`config.mk`:
```
export PLATFORM = sky130hd
export DESIGN_NAME = logic_unit_arbiter_flat
export DESIGN_NICKNAME = d
export VERILOG_FILES = /design/src/rtl/logic_unit_arbiter_if.sv /design/src/rtl/logic_unit_arbiter.sv /design/src/flat_wrapper.sv
export SDC_FILE = /design/constraint.sdc
export NUM_CORES = 1
export LEC_CHECK = 0
export CAP_MARGIN = 15
export CELL_PAD_IN_SITES_DETAIL_PLACEMENT = 0
export CELL_PAD_IN_SITES_GLOBAL_PLACEMENT = 1
export CORE_MARGIN = 1.5
export CORE_UTILIZATION = 28
export CTS_CLUSTER_SIZE = 10
export DETAILED_ROUTE_END_ITERATION = 10
export PLACE_DENSITY = 0.84
export SETUP_SLACK_MARGIN = 0.1
export SLEW_MARGIN = 20
export SYNTH_ARGS = -nofsm -noshare
export SYNTH_HDL_FRONTEND = slang
export SYNTH_SLANG_ARGS = --single-unit
```
`constraint.sdc`:
```
create_clock -name clk_i -period 3.47 [get_ports clk_i]
set_clock_uncertainty 0.2 [all_clocks]
set_input_delay 0.694 -clock clk_i [delete_from_list [all_inputs] [get_ports clk_i]]
set_output_delay 0.694 -clock clk_i [all_outputs]
set_load 0.02 [all_outputs]
```
`src/rtl/logic_unit_arbiter_if.sv`:
```
`default_nettype none
// ============================================================================
// logic_unit_arbiter_if : request/response bundle for logic_unit_arbiter
// Rev 1.0 - initial release
// ============================================================================
interface logic_unit_arbiter_if #(
   parameter int BITS = 4,
   parameter int REQS = 4
);
   logic [REQS-1:0]      req_valid_i;
   logic [2*REQS-1:0]    req_op_i;
   logic [BITS*REQS-1:0] req_a_i;
   logic [BITS*REQS-1:0] req_b_i;
   logic [REQS-1:0]      req_ready_o;
   logic                 resp_valid_o;
   logic [BITS-1:0]      resp_data_o;
   logic [2:0]           resp_id_o;
   logic                 resp_ready_i;

   // Requesters and result consumer
   modport master (
      output req_valid_i, req_op_i, req_a_i, req_b_i, resp_ready_i,
      input  req_ready_o, resp_valid_o, resp_data_o, resp_id_o
   );

   // Arbiter side
   modport slave (
      input  req_valid_i, req_op_i, req_a_i, req_b_i, resp_ready_i,
      output req_ready_o, resp_valid_o, resp_data_o, resp_id_o
   );
endinterface
`default_nettype wire

```
`src/rtl/logic_unit_arbiter.sv`:
```
`default_nettype none
// ============================================================================
// logic_unit_arbiter : round-robin arbiter feeding a shared bitwise logic unit
// Rev 1.0 - initial release
// ============================================================================
module logic_unit_arbiter #(
   parameter int BITS = 4,
   parameter int REQS = 4
) (
   input  wire logic           clk_i,
   input  wire logic           rst_ni,
   logic_unit_arbiter_if.slave bus
);
   localparam int c_PW = $clog2(REQS);

   localparam logic [0:0] c_IDLE = 1'b0;
   localparam logic [0:0] c_HOLD = 1'b1;

   logic [0:0]      r_state;
   logic [0:0]      w_state_nxt;
   logic [c_PW-1:0] r_ptr;
   logic [BITS-1:0] r_data;
   logic [2:0]      r_id;

   logic            w_found;
   logic            w_grant;
   logic            w_grant_en;
   logic [c_PW-1:0] w_gnt_idx;
   logic [1:0]      w_op;
   logic [BITS-1:0] w_a;
   logic [BITS-1:0] w_b;
   logic [BITS-1:0] w_result;

   function automatic logic [c_PW-1:0] f_wrap(input logic [c_PW-1:0] p, input int i);
      int s;
      s = int'(p) + i;
      if (s >= REQS) s = s - REQS;
      return c_PW'(s);
   endfunction

   // Grants are blocked during reset so req_ready_o is zero independent of clk_i
   assign w_grant_en = rst_ni && ((r_state == c_IDLE) || bus.resp_ready_i);

   always_comb begin
      w_found   = 1'b0;
      w_gnt_idx = '0;
      for (int i = 0; i < REQS; i++) begin
         if (!w_found && bus.req_valid_i[f_wrap(r_ptr, i)]) begin
            w_found   = 1'b1;
            w_gnt_idx = f_wrap(r_ptr, i);
         end
      end
   end

   assign w_grant = w_found && w_grant_en;

   assign w_op = bus.req_op_i[2*w_gnt_idx +: 2];
   assign w_a  = bus.req_a_i[BITS*w_gnt_idx +: BITS];
   assign w_b  = bus.req_b_i[BITS*w_gnt_idx +: BITS];

   always_comb begin
      w_result = '0;
      case (w_op)
         2'b00:   w_result = w_a & w_b;
         2'b01:   w_result = w_a | w_b;
         2'b10:   w_result = w_a ^ w_b;
         default: w_result = ~(w_a | w_b);
      endcase
   end

   // State register
   always_ff @(posedge clk_i or negedge rst_ni) begin
      if (!rst_ni) r_state <= c_IDLE;
      else         r_state <= w_state_nxt;
   end

   // Next-state logic
   always_comb begin
      w_state_nxt = r_state;
      case (r_state)
         c_IDLE:  if (w_grant) w_state_nxt = c_HOLD;
         c_HOLD:  if (bus.resp_ready_i && !w_grant) w_state_nxt = c_IDLE;
         default: w_state_nxt = c_IDLE;
      endcase
   end

   // Output logic
   always_comb begin
      bus.req_ready_o  = '0;
      bus.resp_valid_o = (r_state == c_HOLD);
      bus.resp_data_o  = r_data;
      bus.resp_id_o    = r_id;
      if (w_grant) bus.req_ready_o = REQS'(1) << w_gnt_idx;
   end

   always_ff @(posedge clk_i or negedge rst_ni) begin
      if (!rst_ni) begin
         r_ptr  <= '0;
         r_data <= '0;
         r_id   <= '0;
      end else if (w_grant) begin
         r_ptr  <= (w_gnt_idx == c_PW'(REQS-1)) ? '0 : w_gnt_idx + 1'b1;
         r_data <= w_result;
         r_id   <= 3'(w_gnt_idx);
      end
   end
endmodule
`default_nettype wire
```
`src/flat_wrapper.sv`:
```
// flat-port wrapper written by rule: the top's interface ports become plain ports
module logic_unit_arbiter_flat 
#(
   parameter int BITS = 4,
   parameter int REQS = 4
)
  (clk_i, rst_ni, bus_req_valid_i, bus_req_op_i, bus_req_a_i, bus_req_b_i, bus_resp_ready_i, bus_req_ready_o, bus_resp_valid_o, bus_resp_data_o, bus_resp_id_o);
  logic_unit_arbiter_if #(.BITS(BITS), .REQS(REQS)) bus_i ();
  input  wire logic clk_i;
  input  wire logic rst_ni;
  input wire logic [$bits(bus_i.req_valid_i)-1:0] bus_req_valid_i;
  input wire logic [$bits(bus_i.req_op_i)-1:0] bus_req_op_i;
  input wire logic [$bits(bus_i.req_a_i)-1:0] bus_req_a_i;
  input wire logic [$bits(bus_i.req_b_i)-1:0] bus_req_b_i;
  input wire logic [$bits(bus_i.resp_ready_i)-1:0] bus_resp_ready_i;
  output wire logic [$bits(bus_i.req_ready_o)-1:0] bus_req_ready_o;
  output wire logic [$bits(bus_i.resp_valid_o)-1:0] bus_resp_valid_o;
  output wire logic [$bits(bus_i.resp_data_o)-1:0] bus_resp_data_o;
  output wire logic [$bits(bus_i.resp_id_o)-1:0] bus_resp_id_o;
  assign bus_i.req_valid_i = bus_req_valid_i;
  assign bus_i.req_op_i = bus_req_op_i;
  assign bus_i.req_a_i = bus_req_a_i;
  assign bus_i.req_b_i = bus_req_b_i;
  assign bus_i.resp_ready_i = bus_resp_ready_i;
  assign bus_req_ready_o = bus_i.req_ready_o;
  assign bus_resp_valid_o = bus_i.resp_valid_o;
  assign bus_resp_data_o = bus_i.resp_data_o;
  assign bus_resp_id_o = bus_i.resp_id_o;
  logic_unit_arbiter #(.BITS(BITS), .REQS(REQS)) u_core (.clk_i(clk_i), .rst_ni(rst_ni), .bus(bus_i));
endmodule
```
==> Yosys cells after proc, flatten, opt, wreduce, memory -nomap -nowiden <==
Index checks and enable logic that the tools add are counted.
{ "totals": {"reg_bits": 9, "inputBits": 47, "elab_cells": 70} }
{ "op_classes": {"n_addsub": 8, "magnitude_cmp": 8, "eq_ne": 3, "shifts": 4, "n_mux": 26, "n_bitwise": 5, "n_reduce_logical": 12} }
{ "ops": {"columns": ["op", "n"], "rows": [
  ["16-bit by 5-bit variable part select with 4-bit output", 2],
  ["2-bit two-way mux", 9],
  ["2-bit by 3-bit < comparator with 1-bit output (second input constant)", 4],
  ["4-bit one-hot mux with 3 select lines", 1],
  ["1-bit two-way mux", 10],
  ["3-bit >= comparator (second input constant)", 3],
  ["1-bit binary-select mux with 2-bit select", 4],
  ["8-bit by 4-bit variable part select with 2-bit output", 1],
  ["2-bit by 1-bit subtractor with 2-bit output (second input constant)", 4],
  ["2-bit by 2-bit adder with 3-bit output (second input constant)", 2],
  ["1-bit logical AND", 6],
  ["4-bit bitwise AND", 1],
  ["2-bit == test (second input constant)", 2],
  ["1-bit logical NOT", 4],
  ["4-bit two-way mux", 1],
  ["4-bit inverter", 1],
  ["4-bit OR", 1],
  ["1-bit by 2-bit left shift with 4-bit output (first input constant)", 1],
  ["4-bit bitwise XOR", 1],
  ["2-bit by 1-bit adder with 3-bit output (second input constant)", 1],
  ["2-bit by 3-bit >= comparator with 1-bit output (second input constant)", 1],
  ["2-bit by 1-bit adder with 2-bit output (second input constant)", 1],
  ["2-bit by 1-bit == test with 1-bit output (second input constant)", 1],
  ["2-bit logical NOT", 1],
  ["other kinds (3)", 3]
]} }

==> Longest topological paths before layout <==
{ "logic_depth": {"ltp_word": 19, "depth_mapped": 12} }

==> Worst setup path before layout <==
No wires, ideal clock.
{ "synth_timing": {"path_kind": "input -> output", "from": "in bus_req_valid_i[2]", "to": "out bus_req_ready_o[1]", "arrival_time_ns": 2.032, "t_required_ns": 2.576, "setup_slack_ns": 0.544, "path_stages": 8, "n_path_buf": 2, "cell_sequence": "nor2b_1 a211o_1 and2_4 buf_6 buf_2 inv_1 ha_1 and2_1"} }
{ "synth_via": {"elab_chain_len": 14, "word_cells_on_any_way": 25} }
{ "synth_lines": {"columns": ["element", "line", "text"], "rows": [
  ["start: declaration", "flat_wrapper.sv:11", "input wire logic [$bits(bus_i.req_valid_i)-1:0] bus_req_valid_i;"],
  ["1-bit binary-select mux with 2-bit select", "logic_unit_arbiter.sv:48", "if (!w_found && bus.req_valid_i[f_wrap(r_ptr, i)]) begin"],
  ["1-bit two-way mux (not written as such)", "logic_unit_arbiter.sv:48", null],
  ["1-bit two-way mux", "logic_unit_arbiter.sv:48", null],
  ["1-bit logical NOT", "logic_unit_arbiter.sv:48", null],
  ["1-bit logical AND", "logic_unit_arbiter.sv:48", null],
  ["1-bit two-way mux", "logic_unit_arbiter.sv:48", null],
  ["1-bit logical NOT", "logic_unit_arbiter.sv:48", null],
  ["1-bit logical AND", "logic_unit_arbiter.sv:48", null],
  ["1-bit two-way mux", "logic_unit_arbiter.sv:48", null],
  ["1-bit logical NOT", "logic_unit_arbiter.sv:48", null],
  ["1-bit logical AND", "logic_unit_arbiter.sv:48", null],
  ["2-bit two-way mux *", "logic_unit_arbiter.sv:48", null],
  ["via u_core.w_gnt_idx[1]", "logic_unit_arbiter.sv:28", "logic [c_PW-1:0] w_gnt_idx;"],
  ["1-bit by 2-bit left shift with 4-bit output *", "logic_unit_arbiter.sv:93", "if (w_grant) bus.req_ready_o = REQS'(1) << w_gnt_idx;"],
  ["4-bit two-way mux *", "logic_unit_arbiter.sv:93", null],
  ["end: declaration", "flat_wrapper.sv:16", "output wire logic [$bits(bus_i.req_ready_o)-1:0] bus_req_ready_o;"]
]} }
The timed path passes the listed nets; every way through them passes the cells marked *. The select of a mux whose other input is x is not followed.

==> Worst setup path in the final report <==
{ "layout_timing": {"from": "in bus_req_valid_i[2]", "to": "out bus_req_ready_o[3]"} }
{ "layout_via": {"elab_chain_len": 14, "word_cells_on_any_way": 25} }
{ "layout_lines": {"columns": ["element", "line"], "rows": [
  ["1-bit binary-select mux with 2-bit select", "logic_unit_arbiter.sv:48"],
  ["1-bit two-way mux (not written as such)", "logic_unit_arbiter.sv:48"],
  ["1-bit two-way mux", "logic_unit_arbiter.sv:48"],
  ["1-bit logical NOT", "logic_unit_arbiter.sv:48"],
  ["1-bit logical AND", "logic_unit_arbiter.sv:48"],
  ["1-bit two-way mux", "logic_unit_arbiter.sv:48"],
  ["1-bit logical NOT", "logic_unit_arbiter.sv:48"],
  ["1-bit logical AND", "logic_unit_arbiter.sv:48"],
  ["1-bit two-way mux", "logic_unit_arbiter.sv:48"],
  ["1-bit logical NOT", "logic_unit_arbiter.sv:48"],
  ["1-bit logical AND", "logic_unit_arbiter.sv:48"],
  ["2-bit two-way mux / 1-bit two-way mux (equally long branches)", "logic_unit_arbiter.sv:48"],
  ["1-bit by 2-bit left shift with 4-bit output / 1-bit logical AND (equally long branches)", "logic_unit_arbiter.sv:93, logic_unit_arbiter.sv:55"],
  ["4-bit two-way mux *", "logic_unit_arbiter.sv:93"]
]} }
Every way passes the cells marked *; elsewhere a longest branch is shown, timed or not. The select of a mux whose other input is x is not followed.

==> metrics.txt <==
via count 1111; Die Area 0.00446 mm^2; Hold Crit Class flip-flop to flip-flop; PwrDens 547 mW/mm^2; synth-to-layout area growth 63.3%; Crit path arrival time 2.40 ns; worst endpoint required time 2.58 ns; path type of the worst setup path input port to primary output; leakage 0.882 nW; DP Worst Slack -0.193 ns; Netlist cell types 33; RSZ-0062 raised after global routing no; Total Power 1.02 mW; total track usage 13.7%; fin crit period 3.29 ns; CTS tree yes; fillers 348; VDD IR max 199 uV; Tcrit/Tclk final 94.8%; post-synthesis sequential area ratio 19.8%; synthesized area per cell 9.26 um^2; post-synth top area share 23.7%; CP Launch Type input port; gr busiest metal met2; Design Area, Final 0.00186 mm^2; non-filler cells, final 237; Post-Syn Area 0.00114 mm^2; Die Ht 66.8 um; run status finished, final reports clean; I/O pins 59; Port Buf Inserts 57; Synth Flop Type dfrtp_1; placer congestion estimate 0.752; Post-synth ARST share 100%; top cells by count, synth mux2i_1 (27), ha_1 (12), nand2_1 (12); GRT met2 Usage 25.9%; Fmax 304 MHz; post-synth net total 182; area leader, netlist mux2i_1; Area contributors post-synth mux2i_1 (24%), dfrtp_1 (20%), ha_1 (13%); maxcap violations 0; most common cell in the netlist mux2i_1; Final nets 249; DR pass1 iterations 4; CTS clk-pin slew, worst paths 0.05 ns; Clock Latency Late Sink 0.23 ns; post-route setup slack 0.180 ns; crit path max fanout 5; WL per Instance 12.3 um; DRC viols 0; Final setup viols 0; Setup Fix Bufs, Post-CTS 0; chip width 66.8 um; Congestion Overflow GR 0; maximum root-to-sink buffer count 2; largest net degree at the start of global routing 10; Slew Limit Fails 0; hpwl dp 2480 um; vias in the first global route 1041; post-cts hold buffer count 0; Core Region 0.00377 mm^2; antenna cells 0; final WL 2930 um; R2R Path Start u_core.r_ptr[0]; hold depth 2; placed insts 233; worst hold start u_core.bus.resp_id_o[0]; Post-DRT Antenna Nets 0; GRT met1 Usage 14.8%; fin util 49.3%; final hold vios 0; Initial Utilization 30.2%; R2R depth 11; H-tree depth 1; Root Buffer clkbuf_8; cell count after synthesis 123; Core Rows 22; initial antenna violation count 0; Num CTS Buffers 3; warnings from Yosys 0; Yosys reg bits 9; initial DRC count 25; EDFF count, synth 0; DP Area 0.00181 mm^2; routed vias/inst 4.69; layout cells sized above 1 19.6%; post_cts resized 6; worst setup path startpoint bus_req_valid_i[2]; CTS sink cnt 9; global-route wire length before repair 4560 um; CP Capture Type primary output; GR Util met3 2.03%
==> through the flow <==
| stage | TNS (ns) | hold WS (ns) |
|---|---|---|
| final | 0 | 0.284 |
| after global routing | 0 | 0.319 |
| after CTS | 0 | 0.296 |
| after detailed placement | -0.653 | 0.285 |
| after global placement | -0.357 | 0.271 |
| after floorplan | 0 | 0.198 |
==> critical path, cell delays in order <==
cell	delay, ns
clkdlybuf4s50_1	0.45
nor2b_2	0.18
a211o_1	0.31
and2_4	0.19
ha_1	0.16
and2_1	0.14
clkdlybuf4s15_1	0.28
==> cell type report <==
| class | instances | area [um^2] | area share [%] |
|---|---|---|---|
| flip-flops and latches | 9 | 225 | 12.1 |
| well taps | 48 | 60.1 | 3.23 |
| clock buffers | 4 | 45.0 | 2.42 |
| repair buffers | 70 | 653 | 35.1 |
| multi-input cells | 94 | 830 | 44.6 |
| inverters | 12 | 46.3 | 2.49 |
==> cells by family (layout without fill, tap and decap cells) <==
family / Yosys count / in the layout / synth area share (%)
AO/OA/AOI/OAI: 16 / 16 / 12.7
XOR/XNOR: 3 / 3 / 2.31
adder cells (fa/ha/maj): 12 / 12 / 13.2
buffers and inverters: 20 / 86 / 8.90
flip-flops: 9 / 9 / 19.8
multiplexers: 31 / 31 / 27.7
other: 1 / 1 / 0.329
AND/OR/NAND/NOR: 31 / 31 / 15.1
==> layer usage <==
metal  share of wire [%]  routed length [um]  vias to the layer above
met5                   0                   0                        -
met2                  52                1520                       39
met1                  41                1190                      517
met3                 6.2                 181                        2
li1                    -                   -                      553
met4                 1.2                  34                        0
==> power breakdown <==
| part | internal [mW] | total [mW] | switching (mW) |
|---|---|---|---|
| Sequential | 0.145 | 0.177 | 0.0320 |
| Combinational | 0.370 | 0.715 | 0.345 |
| Clock | 0.0804 | 0.126 | 0.0453 |
==> worst paths after layout <==
check                                             to  slack (ns)
setup / recovery                  bus_req_ready_o[3]        0.18
hold reg to reg              u_core.bus.resp_id_o[0]        0.28
hold / removal               u_core.bus.resp_id_o[0]        0.28
setup reg to reg           u_core.bus.resp_data_o[3]        0.90
max in group asynchronous  u_core.bus.resp_data_o[2]        2.32
min in group asynchronous    u_core.bus.resp_valid_o        0.62
==> state kept, by name, indices dropped and copies added, names as in the netlist <==
name                     flops
u_core.bus.resp_id_o         2
u_core.bus.resp_valid_o      1
u_core.bus.resp_data_o       4
u_core.r_ptr                 2
==> cells in the final DEF, fill, tap and decap left out, types with 4 or more instances in the layout <==
| master | instances |
|---|---|
| nand2_1 | 12 |
| and2_1 | 4 |
| buf_4 | 13 |
| mux2_2 | 4 |
| mux2i_1 | 27 |
| ha_1 | 12 |
| inv_2 | 4 |
| clkdlybuf4s50_1 | 53 |
| dfrtp_1 | 9 |
| inv_1 | 7 |
(Power assumes the default switching activity.)
